[config.mk]
export PLATFORM = sky130hd
export DESIGN_NAME = threshold_unit
export DESIGN_NICKNAME = d
export VERILOG_FILES = /design/src/rtl/threshold_unit.sv
export SDC_FILE = /design/constraint.sdc
export NUM_CORES = 1
export LEC_CHECK = 0
export ABC_CLOCK_PERIOD_IN_PS = 2600
export BUFFER_PORTS_ARGS = -buffer_cell sky130_fd_sc_hd__buf_2
export CORE_UTILIZATION = 47
export DETAILED_ROUTE_END_ITERATION = 16
export GPL_TIMING_DRIVEN = 0
export PLACE_DENSITY = 0.71
export SYNTH_ARGS = -nofsm -noshare
export SYNTH_HDL_FRONTEND = slang
export SYNTH_SLANG_ARGS = --single-unit
[constraint.sdc]
create_clock -name clk -period 2.6 [get_ports clk]
set_input_delay 0.13 -clock clk [delete_from_list [all_inputs] [get_ports clk]]
set_output_delay 0.13 -clock clk [all_outputs]
set_load 0.005 [all_outputs]
[src/rtl/threshold_unit.sv]
// Double-threshold edge classifier: streams one gradient-magnitude frame from the
// suppression buffer and writes a none/weak/strong class for every pixel.
module threshold_unit #(
    parameter int IMG_W  = 64,
    parameter int IMG_H  = 64,
    parameter int PIX_W  = 8,
    parameter int ADDR_W = 12
) (
    input  logic              clk,
    input  logic              reset,
    input  logic              threshold_enable,
    output logic              threshold_done,
    input  logic [PIX_W-1:0]  high_thresh,
    input  logic [PIX_W-1:0]  low_thresh,
    output logic              rd_en,
    output logic [ADDR_W-1:0] rd_addr,
    input  logic [PIX_W-1:0]  rd_data,
    output logic              wr_en,
    output logic [ADDR_W-1:0] wr_addr,
    output logic [1:0]        wr_data,
    output logic [ADDR_W:0]   strong_count,
    output logic [ADDR_W:0]   weak_count,
    output logic [1:0]        dbg_state_o
);
    localparam int N = IMG_W * IMG_H;
    localparam logic [ADDR_W-1:0] LAST_ADDR = ADDR_W'(N - 1);
    localparam logic [1:0] CLS_NONE   = 2'b00;
    localparam logic [1:0] CLS_WEAK   = 2'b01;
    localparam logic [1:0] CLS_STRONG = 2'b10;

    typedef enum logic [1:0] {
        IDLE  = 2'd0,
        RUN   = 2'd1,
        DRAIN = 2'd2,
        DONE  = 2'd3
    } state_t;

    state_t            state_q;
    logic [PIX_W-1:0]  hi_q;
    logic [PIX_W-1:0]  lo_q;
    logic              rd_en_q;
    logic [ADDR_W-1:0] rd_addr_q;
    logic              rd_pend_q;
    logic [ADDR_W-1:0] pend_addr_q;
    logic              drain_q;
    logic              wr_en_q;
    logic [ADDR_W-1:0] wr_addr_q;
    logic [1:0]        wr_data_q;
    logic              done_q;
    logic [ADDR_W:0]   strong_cnt_q;
    logic [ADDR_W:0]   weak_cnt_q;
    logic [ADDR_W:0]   strong_count_q;
    logic [ADDR_W:0]   weak_count_q;
    logic [PIX_W-1:0]  eff_lo_d;
    logic [1:0]        cls_d;

    // A low threshold above the high one collapses the weak band to nothing.
    always_comb begin
        eff_lo_d = (low_thresh < high_thresh) ? low_thresh : high_thresh;
        cls_d    = CLS_NONE;
        if (rd_data >= hi_q) begin
            cls_d = CLS_STRONG;
        end else if (rd_data >= lo_q) begin
            cls_d = CLS_WEAK;
        end
    end

    always_ff @(posedge clk) begin
        if (reset) begin
            state_q        <= IDLE;
            hi_q           <= '0;
            lo_q           <= '0;
            rd_en_q        <= 1'b0;
            rd_addr_q      <= '0;
            rd_pend_q      <= 1'b0;
            pend_addr_q    <= '0;
            drain_q        <= 1'b0;
            wr_en_q        <= 1'b0;
            wr_addr_q      <= '0;
            wr_data_q      <= CLS_NONE;
            done_q         <= 1'b0;
            strong_cnt_q   <= '0;
            weak_cnt_q     <= '0;
            strong_count_q <= '0;
            weak_count_q   <= '0;
        end else begin
            case (state_q)
                IDLE: begin
                    rd_en_q   <= 1'b0;
                    rd_pend_q <= 1'b0;
                    wr_en_q   <= 1'b0;
                    done_q    <= 1'b0;
                    if (threshold_enable) begin
                        state_q      <= RUN;
                        hi_q         <= high_thresh;
                        lo_q         <= eff_lo_d;
                        strong_cnt_q <= '0;
                        weak_cnt_q   <= '0;
                        rd_en_q      <= 1'b1;
                        rd_addr_q    <= '0;
                    end
                end
                RUN, DRAIN: begin
                    if (!threshold_enable) begin
                        // Abort: drop the read/write pipeline, keep the last published counts.
                        state_q   <= IDLE;
                        rd_en_q   <= 1'b0;
                        rd_pend_q <= 1'b0;
                        wr_en_q   <= 1'b0;
                    end else begin
                        rd_pend_q   <= rd_en_q;
                        pend_addr_q <= rd_addr_q;
                        wr_en_q     <= rd_pend_q;
                        if (rd_pend_q) begin
                            wr_addr_q    <= pend_addr_q;
                            wr_data_q    <= cls_d;
                            strong_cnt_q <= strong_cnt_q + (ADDR_W+1)'(cls_d == CLS_STRONG);
                            weak_cnt_q   <= weak_cnt_q + (ADDR_W+1)'(cls_d == CLS_WEAK);
                        end
                        if (state_q == RUN) begin
                            if (rd_addr_q == LAST_ADDR) begin
                                state_q <= DRAIN;
                                rd_en_q <= 1'b0;
                                drain_q <= 1'b0;
                            end else begin
                                rd_addr_q <= rd_addr_q + ADDR_W'(1);
                            end
                        end else if (drain_q) begin
                            state_q        <= DONE;
                            done_q         <= 1'b1;
                            strong_count_q <= strong_cnt_q;
                            weak_count_q   <= weak_cnt_q;
                        end else begin
                            drain_q <= 1'b1;
                        end
                    end
                end
                DONE: begin
                    rd_en_q <= 1'b0;
                    wr_en_q <= 1'b0;
                    if (!threshold_enable) begin
                        state_q <= IDLE;
                        done_q  <= 1'b0;
                    end
                end
                default: state_q <= IDLE;
            endcase
        end
    end

    assign threshold_done = done_q;
    assign rd_en          = rd_en_q;
    assign rd_addr        = rd_addr_q;
    assign wr_en          = wr_en_q;
    assign wr_addr        = wr_addr_q;
    assign wr_data        = wr_data_q;
    assign strong_count   = strong_count_q;
    assign weak_count     = weak_count_q;
    assign dbg_state_o    = state_q;

endmodule

==> metrics.csv <==
stage;metric;value;unit
cells_and_area;multi_input_area;2900;µm²
floorplanning;rows;38;
floorplanning;ios;84;
synth;synth_top_area_frac;0.432;
routing;first_pass_iters;6;
routing;drt_iter0_drc;303;
setup_path;crit_family;simple AND/OR/NAND/NOR gates;
synth;yosys_most_used_dff;dfxtp_1;
setup_path;arrival;3.05;ns
synth;avgSynthCellArea;8.14;µm²
cells_and_area;final_nets;834;
grt;gr-total-overflow;0;
cts;htree_levels;4;
cts;clock_latency;0.52;ns
synth;synthTopCellsByArea;dfxtp_1 (43%), nand2_1 (11%), ha_1 (8.6%);
cts;path_clk_slew;0.06;ns
setup_path;required;2.99;ns
setup_path;critical-path-max-stage-delay;0.54;ns
synth;yosys_warnings;0;
grt;grt_pass1_wl;22900;µm
timing;rsz0062_at_grt;yes;
placement;gp_congestion;0.896;
cells_and_area;utilization;0.633;
run_status;violations;setup timing;
routing;ant_nets;0;
setup_path;cpMaxStageDelayCell;or4_4;
pwr;leakage;2.80;nW
cells_and_area;fin_area;6860;µm²
floorplanning;die_h;108;µm
synth;synthArstFlopShare;0;
grt;grt_max_degree;17;
floorplanning;start_util;0.483;
routing;via_per_inst;5.49;
setup_path;end_kind;flop;
timing;hold_viol;0;
routing;route.detailed.drc;0;
synth;synth_edf_count;0;
synth;synthesis.nets;707;
synth;synth.distinct_cells;50;
routing;vias;5070;
placement;port_buffers;83;
placement;dp_hpwl;9530;µm
cells_and_area;syn_to_final_growth;30.8;%
grt;grt_pass1_vias;4870;
timing;fin_tns_setup;-0.154;ns
flow_run;drv_cap;0;
synth;ys_seq_area_frac;0.432;
synth;synth_area_leader_cell;dfxtp_1;
pwr;p_total;5.09;mW
cts;clockBufferDepth;2;
setup_path;cp_num_buf_inv;1;
timing;finalCriticalPeriod;2.66;ns
routing;totalWireLength;14300;µm
cts;cts-root-buf;clkbuf_8;
cells_and_area;drive_gt1_frac;0.209;
floorplanning;dieWidth;108;µm
cells_and_area;seq_area;2270;µm²
cells_and_area;nFillCells;897;
timing;max_slew_margin;0.518;
timing;finalClockSkew;0.00574;ns
synth;syn_area;5240;µm²
timing;fin_crit_sh;1.02;
grt;track_usage;0.254;
routing;drt-met1-wl;6220;µm
run_status;status;finished, violations left;
placement;place_inst;867;
cts;cts_tree;yes;
timing;tightest_slew;0.702;ns
setup_path;path_cells;inv_2 -> ha_4 -> or4_4 -> a21oi_4 -> o31ai_4 -> nor2_1 -> ha_2 -> ha_4 -> nand2_4 -> nor4b_4 -> nand4_1 -> xor2_1 -> nor2_1;
routing;highest_layer;met4;
cts;clock_sink_count;113;
setup_path;cp-start-kind;flop;
setup_path;critPathMaxFanout;3;
cts;cts_made_buffers;17;
floorplanning;die_area;11600;µm²
grt;antenna_found_initial;0;
placement;place_area;5840;µm²
synth;synth_seq_cells;113;
routing;wl_met3;819;µm
synth;synthCells;644;
pwr;power.density;742;nW/µm²
cells_and_area;fin_cells;924;
routing;wl_met2;6970;µm
timing;finalMaxSlewViolations;0;
pwr;irDropWorstVdd;377;µV
setup_path;crit_type;flop to flop;
routing;post_drt_wl_per_cell;15.4;µm
timing;setup_violations;3;
cells_and_area;antenna_cells;0;
floorplanning;core;10800;µm²
worst_hold_path;hold_path.class;input pin to flop;
timing;timing.final.ws_setup;-0.0611;ns
timing;fmax;376;MHz
final timing paths:
path / start / end / slack (ns) / depth (start not counted)
worst max register to register: hi_q[2] / weak_cnt_q[12] / -0.06 / 13
worst min register to register: pend_addr_q[1] / wr_addr[1] / 0.45 / 2
worst max-delay path: hi_q[2] / weak_cnt_q[12] / -0.06 / 13
worst min-delay path: threshold_enable / dbg_state_o[1] / 0.10 / 3
state kept, by name, indices dropped and copies added (netlist names), 12 cells and up:
register	flops
strong_cnt_q	13
strong_count	13
weak_cnt_q	13
weak_count	13
pend_addr_q	12
rd_addr	12
wr_addr	12
synth_stat cells, types with 10 or more instances:
cell type and count:
xor2_1 16, nand4_1 10, nand2_1 148, inv_1 28, clkbuf_1 27, a21oi_1 83, dfxtp_1 113, nand2b_1 18
ha_1 36, nor2_1 39, nand3_1 15
cell families after synthesis:
group / synth area share
flip-flops: 0.432
XOR/XNOR: 0.0317
AND/OR/NAND/NOR: 0.236
buffers and inverters: 0.0497
adder cells (fa/ha/maj): 0.0859
AO/OA/AOI/OAI: 0.155
multiplexers: 0.00955
metal layers:
metal	vias to the layer above	track usage
met1	2421	0.318
met2	157	0.421
met5	-	0
li1	2466	-
met4	0	0.0900
met3	26	0.0660
report_power, final:
group,internal [mW],switching [mW]
Clock,1.56,0.798
Combinational,0.330,0.560
Sequential,1.79,0.0479
Total,3.68,1.41
layout make-up:
cell class / count / share of cell area
inverters: 28 / 0.0153
repair buffers: 109 / 0.0952
clock buffers: 23 / 0.0695
multi-input cells: 467 / 0.422
clock inverters: 9 / 0.0188
well taps: 140 / 0.0255
flip-flops and latches: 113 / 0.331
plain buffers: 35 / 0.0226
metrics by stage:
stage	worst slack, ns	hold WS [ns]
2_1_floorplan	0.0848	0.266
3_3_place_gp	-0.215	0.405
3_5_place_dp	-0.256	0.410
4_1_cts	-0.0639	0.0898
5_1_grt	-0.240	0.123
6_report	-0.0611	0.102
worst min-delay path, cell delays in order:
cell      delay (ns)
buf_2           0.15
a31o_2          0.21
a211oi_1        0.08
repair_timing:
item                                    CTS  global route
endpoints found under the setup margin   26            38
buffers inserted                          5             4
pin swaps                                 6             5
endpoints found under the hold margin    19             0
resized for setup                        22            21
hold buffers                             17             0
cells in the final DEF (no fill, tap or decap), types with 4 or more instances in the layout:
cell type,n
a21oi_1,81
o21ai_0,6
or3_1,7
dlygate4sd3_1,17
a221oi_1,7
buf_2,90
xor2_1,16
nand3_1,14
a21o_1,5
ha_1,29
nor2_1,39
clkbuf_8,5
nand2b_1,18
nand4_1,10
a211oi_1,4
nor3_1,4
nand2_1,146
and2_1,5
and3_1,6
clkbuf_1,25
buf_4,10
dfxtp_2,4
dfxtp_1,109
a311oi_1,4
inv_1,27
clkbuf_16,16
ha_4,4
mux2i_1,5
No activity file was read; power rests on OpenSTA's default activity.
